--- src/rtl/fractal_engine_scheduler.sv ---
// fractal_engine_scheduler: hands raster-ordered pixel coordinates to a pool of
// escape-time engines round-robin, holds each engine's result in its slot, and
// drains the slots in the same round-robin order. The output stream is
// therefore raster ordered no matter which engine finishes first.
module fractal_engine_scheduler #(
  parameter int NUM_ENGINES = 4,
  parameter int X_SIZE      = 640,
  parameter int Y_SIZE      = 480
) (
  input  logic                     aclk,
  input  logic                     areset,
  input  logic                     start,
  output logic                     busy,
  output logic                     frame_done,
  output logic [NUM_ENGINES-1:0]   eng_start,
  output logic [9:0]               eng_x,
  output logic [8:0]               eng_y,
  input  logic [NUM_ENGINES-1:0]   eng_done,
  input  logic [8*NUM_ENGINES-1:0] eng_iter,
  output logic                     out_valid,
  input  logic                     out_ready,
  output logic [7:0]               out_iter,
  output logic                     out_sof,
  output logic                     out_eol
);

  localparam int PW = $clog2(NUM_ENGINES);

  localparam logic [1:0] S_IDLE  = 2'd0;
  localparam logic [1:0] S_RUN   = 2'd1;
  localparam logic [1:0] S_DRAIN = 2'd2;
  localparam logic [1:0] S_DONE  = 2'd3;

  localparam logic [1:0] SL_FREE = 2'd0;
  localparam logic [1:0] SL_BUSY = 2'd1;
  localparam logic [1:0] SL_HELD = 2'd2;

  localparam logic [9:0] X_LAST = 10'(X_SIZE - 1);
  localparam logic [8:0] Y_LAST = 9'(Y_SIZE - 1);

  logic [1:0]             r_state;
  logic [1:0]             r_slot   [NUM_ENGINES];
  logic [7:0]             r_result [NUM_ENGINES];
  logic [PW-1:0]          r_dptr, r_cptr;
  logic [9:0]             r_dx, r_ox;
  logic [8:0]             r_dy, r_oy;
  logic [NUM_ENGINES-1:0] r_eng_start;
  logic [9:0]             r_eng_x;
  logic [8:0]             r_eng_y;

  logic w_go, w_disp, w_out_valid, w_acc, w_last_disp, w_last_out;

  // Dispatch only into the slot under dptr; a busy slot stalls, never skips,
  // so collect order always matches dispatch order.
  assign w_go        = (r_state == S_IDLE) && start;
  assign w_disp      = (r_state == S_RUN) && (r_slot[r_dptr] == SL_FREE);
  assign w_out_valid = ((r_state == S_RUN) || (r_state == S_DRAIN)) &&
                       (r_slot[r_cptr] == SL_HELD);
  assign w_acc       = w_out_valid && out_ready;
  assign w_last_disp = (r_dx == X_LAST) && (r_dy == Y_LAST);
  assign w_last_out  = (r_ox == X_LAST) && (r_oy == Y_LAST);

  // Frame sequencing: IDLE -> RUN -> DRAIN -> DONE -> IDLE
  always_ff @(posedge aclk) begin
    if (areset) begin
      r_state <= S_IDLE;
    end else begin
      case (r_state)
        S_IDLE:  if (start) r_state <= S_RUN;
        S_RUN:   if (w_disp && w_last_disp) r_state <= S_DRAIN;
        S_DRAIN: if (w_acc && w_last_out) r_state <= S_DONE;
        S_DONE:  r_state <= S_IDLE;
        default: r_state <= S_IDLE;
      endcase
    end
  end

  // Dispatch side: round-robin pointer, raster coordinates, registered request
  always_ff @(posedge aclk) begin
    if (areset) begin
      r_dptr      <= '0;
      r_dx        <= '0;
      r_dy        <= '0;
      r_eng_start <= '0;
      r_eng_x     <= '0;
      r_eng_y     <= '0;
    end else begin
      for (int i = 0; i < NUM_ENGINES; i++)
        r_eng_start[i] <= w_disp && (r_dptr == PW'(i));
      if (w_go) begin
        r_dptr <= '0;
        r_dx   <= '0;
        r_dy   <= '0;
      end else if (w_disp) begin
        r_eng_x <= r_dx;
        r_eng_y <= r_dy;
        r_dptr  <= r_dptr + PW'(1);
        if (r_dx == X_LAST) begin
          r_dx <= '0;
          r_dy <= (r_dy == Y_LAST) ? '0 : r_dy + 9'd1;
        end else begin
          r_dx <= r_dx + 10'd1;
        end
      end
    end
  end

  // Collect side: round-robin pointer and output raster coordinates
  always_ff @(posedge aclk) begin
    if (areset) begin
      r_cptr <= '0;
      r_ox   <= '0;
      r_oy   <= '0;
    end else if (w_go) begin
      r_cptr <= '0;
      r_ox   <= '0;
      r_oy   <= '0;
    end else if (w_acc) begin
      r_cptr <= r_cptr + PW'(1);
      if (r_ox == X_LAST) begin
        r_ox <= '0;
        r_oy <= (r_oy == Y_LAST) ? '0 : r_oy + 9'd1;
      end else begin
        r_ox <= r_ox + 10'd1;
      end
    end
  end

  // Per-engine slot: FREE -> BUSY on dispatch, BUSY -> HELD on done (result
  // captured), HELD -> FREE on collection. Done pulses outside BUSY are dropped.
  always_ff @(posedge aclk) begin
    if (areset) begin
      for (int i = 0; i < NUM_ENGINES; i++) begin
        r_slot[i]   <= SL_FREE;
        r_result[i] <= '0;
      end
    end else begin
      for (int i = 0; i < NUM_ENGINES; i++) begin
        if (w_disp && (r_dptr == PW'(i))) begin
          r_slot[i] <= SL_BUSY;
        end else if (w_acc && (r_cptr == PW'(i))) begin
          r_slot[i] <= SL_FREE;
        end else if ((r_slot[i] == SL_BUSY) && eng_done[i]) begin
          r_slot[i]   <= SL_HELD;
          r_result[i] <= eng_iter[8*i +: 8];
        end
      end
    end
  end

  assign eng_start  = r_eng_start;
  assign eng_x      = r_eng_x;
  assign eng_y      = r_eng_y;
  assign busy       = (r_state != S_IDLE);
  assign frame_done = (r_state == S_DONE);
  assign out_valid  = w_out_valid;
  assign out_iter   = r_result[r_cptr];
  assign out_sof    = w_out_valid && (r_ox == 10'd0) && (r_oy == 9'd0);
  assign out_eol    = w_out_valid && (r_ox == X_LAST);

endmodule
--- config.mk ---
export PLATFORM = sky130hd
export DESIGN_NAME = fractal_engine_scheduler
export DESIGN_NICKNAME = d
export VERILOG_FILES = /design/src/rtl/fractal_engine_scheduler.sv
export SDC_FILE = /design/constraint.sdc
export NUM_CORES = 1
export LEC_CHECK = 0
export ABC_AREA = 1
export CORE_MARGIN = 3
export CORE_UTILIZATION = 59
export DETAILED_ROUTE_END_ITERATION = 12
export PLACE_DENSITY = 0.95
export SLEW_MARGIN = 20
export SYNTH_ARGS = -nofsm -noshare
export SYNTH_HDL_FRONTEND = slang
export SYNTH_SLANG_ARGS = --single-unit
--- constraint.sdc ---
create_clock -name aclk -period 5.15 [get_ports aclk]
set_input_delay 1.03 -clock aclk [delete_from_list [all_inputs] [get_ports aclk]]
set_output_delay 1.03 -clock aclk [all_outputs]
set_load 0.005 [all_outputs]
==> PnR_summary.wiki <==
{| class="wikitable"
! Metric !! Value
|-
| Number of levels the H-tree was split into || 3
|-
| Kind of cell with the highest combined delay on the critical path || flip-flops
|-
| Vias in the first global route || 4806
|-
| Aggregate routed wire length || 13.3 mm
|-
| GRT Total Usage || 0.263
|-
| Remaining routing DRC violations || 0
|-
| Biggest cell delay along the critical path || ~0.79 ns
|-
| Number of failing setup endpoints in the final timing report || 0
|-
| Crit path setup slack, layout || 1.65 ns
|-
| Part of the Yosys area used for sequential elements || 0.481
|-
| Clock group share of total power || 0.226
|-
| Post-CTS sizing || 0
|-
| Initial cell density of the core || 0.616
|-
| Number of slew-limit violations in the final report || 0
|-
| Fraction of power consumed by combinational cells || 0.289
|-
| Setup repair after global routing missed its margin || no
|-
| Cell with the most instances on the worst path || sky130_fd_sc_hd__nand3_2
|-
| Core outline area || 8850 sq um
|-
| Average size of a mapped cell || between 8 and 9 sq um
|-
| Total net switching power || 0.741 mW
|-
| Latest clock arrival within the worst-skew pair || around 0.38 ns
|-
| Residual antenna-violating net count after detailed routing || 0
|-
| Proportion of total power due to net switching || 0.336
|-
| Type of the worst setup path || register to output port
|-
| Largest area contributor in the netlist || sky130_fd_sc_hd__dfxtp_1
|-
| Buffers on Ports || 75
|-
| Count of flip-flops with a built-in enable after synthesis || 40
|-
| Clock transition at the register clock pins on the worst setup and hold paths after CTS || 0.11 ns
|-
| Final RePlAce weighted congestion || 0.905
|-
| Worst hold slack after final layout || slightly below 0.5 ns
|-
| Floorplan row count || 34
|-
| Launch instance of the worst min-delay path || eng_x[6]
|-
| Largest net degree at the start of global routing || 34
|-
| Post-CTS Setup Inserts || 0
|-
| Cell count after placement || roughly 840
|-
| Amount of wire on met2 after detailed routing || 6.48 mm
|-
| Final hold violation count || 0
|-
| Warning count from the yosys run || 0
|-
| Number of sinks handled by clock tree synthesis || 111
|-
| Arrival time of the worst setup path || 2.47 ns
|-
| End point of the most critical hold path || eng_x[6]
|-
| Number of search-and-repair iterations in the first detailed-routing pass || 5
|-
| Commonest non-fill, non-tap cells in the layout || sky130_fd_sc_hd__nor2_1 (116), sky130_fd_sc_hd__inv_1 (102), sky130_fd_sc_hd__nand2_1 (78)
|-
| Die height || 102 um
|-
| Max-cap check violation count || 0
|-
| Standard cell with the maximum stage delay on the critical path || sky130_fd_sc_hd__dfxtp_1
|-
| Routed WL per cell || 15.7 um
|-
| Number of standard cells in the final layout excluding fillers || about 850
|-
| Synthesized instance count || 670
|-
| I/O pin total || 76
|-
| Synth top area cells || sky130_fd_sc_hd__dfxtp_1 (26%), sky130_fd_sc_hd__edfxtp_1 (22%), sky130_fd_sc_hd__nor2_1 (8.0%), sky130_fd_sc_hd__inv_1 (7.0%), sky130_fd_sc_hd__nand2_1 (5.4%)
|-
| Path type of the worst min-delay path || register to register
|-
| Critical path, cell by cell || nand3_1 > nand3_2 > nand3_2 > nor3_1 > clkdlybuf4s50_1
|-
| Worst Reg-to-Reg Cells || 7
|-
| Area of the die || ~10000 sq um
|-
| Antenna violations before repair || 0
|-
| Post-Syn Nets || 729
|-
| Design internal power || 1.47 mW
|-
| Most frequently used flop master after synthesis || sky130_fd_sc_hd__dfxtp_1
|-
| Most common cell after layout, fill and taps aside || sky130_fd_sc_hd__nor2_1
|-
| Cell at the root of the clock tree || sky130_fd_sc_hd__clkbuf_8
|-
| Status || finished clean
|-
| Area Overhead vs Synth || 17.8%
|-
| Worst EP required || 4.12 ns
|-
| Max transition margin || 0.440
|-
| PD cells || between 300 and 400 nW/um^2
|-
| Sum of negative setup slack || 0 ns
|-
| Number of buffers inserted during clock tree synthesis || 9
|-
| Flip-flop and latch count after synthesis || 111
|-
| Layout cells sized above 1 || 0.0727
|-
| Clock buffer depth || 2
|-
| Worst vdd ir || 0.000293 V
|-
| Top Metal Used || met4
|-
| Crit path max fanout || 19
|-
| WHS Path Cells || 2
|-
| R2r setup slk || about 2.5 ns
|-
| Power share of the sequential group || 0.485
|-
| Number of DRC violations after detailed-routing iteration 0 || 444
|-
| FF-to-FF End || r_result[2][5]
|-
| Distinct cell type count after synthesis || 39
|-
| Met1 WL || about 5.5 mm
|-
| Power consumption || 2.21 mW
|-
| Net count reported at finish || around 800
|-
| Fin crit share || 0.680
|-
| Vias per cell || around 5.7
|-
| Multi-input gate area in the final layout || 2320 sq um
|-
| ANT cells || 0
|-
| Final HPWL from detailed placement || 9.70 mm
|-
| Number of hold-repair buffers added at the cts stage || 0
|-
| Clock period minus worst slack || approximately 3.5 ns
|-
| Wire length of the first global-routing pass || between 20 and 25 mm
|-
| Leak || 2.56 nW
|-
| Worst slew pin tran || between 0.8 and 0.9 ns
|-
| Routed length on met3 || 1.03 mm
|-
| Share of async-settable or async-resettable flops after synthesis || 0
|-
| Buf+Inv Stages, Crit Path || 1
|-
| Area taken by flip-flops and latches || 2620 sq um
|-
| Clock Skew || 0.00953 ns
|-
| Capturing element type of the critical path || output port
|-
| Synth top area share || 0.261
|-
| Element type at the critical path start || register
|-
| Highest attainable clock frequency || around 0.29 GHz
|-
| Worst Setup Slack post-DPL || 1.62 ns
|-
| Die outline width || 102 um
|-
| CTS tree || yes
|-
| Total number of vias || 4825
|-
| Cell area after synthesis || 5450 sq um
|-
| Filler instances || 663
|-
| Total global routing overflow || 0
|}
[synth_stat cells (7+ instances only)]
master,count
sky130_fd_sc_hd__nor2_1,116
sky130_fd_sc_hd__inv_1,102
sky130_fd_sc_hd__nand2_1,78
sky130_fd_sc_hd__dfxtp_1,71
sky130_fd_sc_hd__a21oi_1,40
sky130_fd_sc_hd__edfxtp_1,40
sky130_fd_sc_hd__o21ai_0,40
sky130_fd_sc_hd__nand3_1,30
sky130_fd_sc_hd__nor3_1,28
sky130_fd_sc_hd__ha_1,19
sky130_fd_sc_hd__nand4_1,15
sky130_fd_sc_hd__buf_2,10
sky130_fd_sc_hd__o22ai_1,8
sky130_fd_sc_hd__nand3_2,7
sky130_fd_sc_hd__xor2_1,7
[worst max-delay path by stage]
stage	to	startpoint	cells after the start
after detailed placement	r_ox[3]	areset	7
after CTS	out_sof	register	5
after global placement	r_oy[5]	areset	9
after floorplan	out_sof	r_state[0]	4
after global routing	out_sof	register	5
final	out_sof	register	5
[final cells by class]
cell class / instances / share of cell area
inverters: 108 / 0.0635
flip-flops and latches: 111 / 0.408
clock inverters: 6 / 0.00857
repair buffers: 76 / 0.118
multi-input cells: 432 / 0.361
clock buffers: 10 / 0.0199
well taps: 108 / 0.0210
[flip-flops by register name (all words and copies together) (netlist names), 8 cells and up, named ones only]
name and cells:
r_result 32, r_dx 10, r_dy 9, r_oy 9
eng_y 9, eng_x 10, r_slot 8, r_ox 10
[worst register-to-register path: stages, from the launching register on]
cell	delay (ns)
sky130_fd_sc_hd__dfxtp_1	0.79
sky130_fd_sc_hd__nand3_1	0.19
sky130_fd_sc_hd__nand3_2	0.18
sky130_fd_sc_hd__nand3_2	0.12
sky130_fd_sc_hd__nor2_2	0.43
sky130_fd_sc_hd__nand2_1	0.22
sky130_fd_sc_hd__nand3_1	0.18
sky130_fd_sc_hd__nand2_1	0.25
[logic make-up after synthesis]
logic type,after synthesis,synth area share
buffers and inverters,127,0.0943
AOI/OAI and AO/OA,100,0.0996
and+or+nand+nor,305,0.269
xor gates and xnor gates,8,0.0129
adders and majority gates,19,0.0436
DFF,111,0.481
[per-layer routing]
| layer | GRT usage | up-vias |
|---|---|---|
| met5 | 0 | - |
| met2 | 0.460 | 247 |
| li1 | - | 2335 |
| met4 | 0.0938 | 0 |
| met1 | 0.326 | 2204 |
| met3 | 0.0491 | 39 |
[power groups by stage]
| stage | combinational (mW) | clock (mW) | sequential, mW |
|---|---|---|---|
| detailed placement | 0.631 | 0 | 1.09 |
| global route | 0.715 | 0.533 | 1.08 |
| finish | 0.639 | 0.500 | 1.07 |
| floorplan | 0.379 | 0 | 1.07 |
| CTS | 0.637 | 0.495 | 1.07 |
| global placement | 0.603 | 0 | 1.08 |
[per-stage QoR]
| stage | util | area, sq um |
|---|---|---|
| after global routing | 0.726 | 6420 |
| after detailed placement | 0.705 | 6240 |
| after global placement | 0.705 | 6240 |
| after CTS | 0.726 | 6420 |
| after floorplan | - | 5450 |
| final | 0.726 | 6420 |
(Power assumes the default switching activity.)
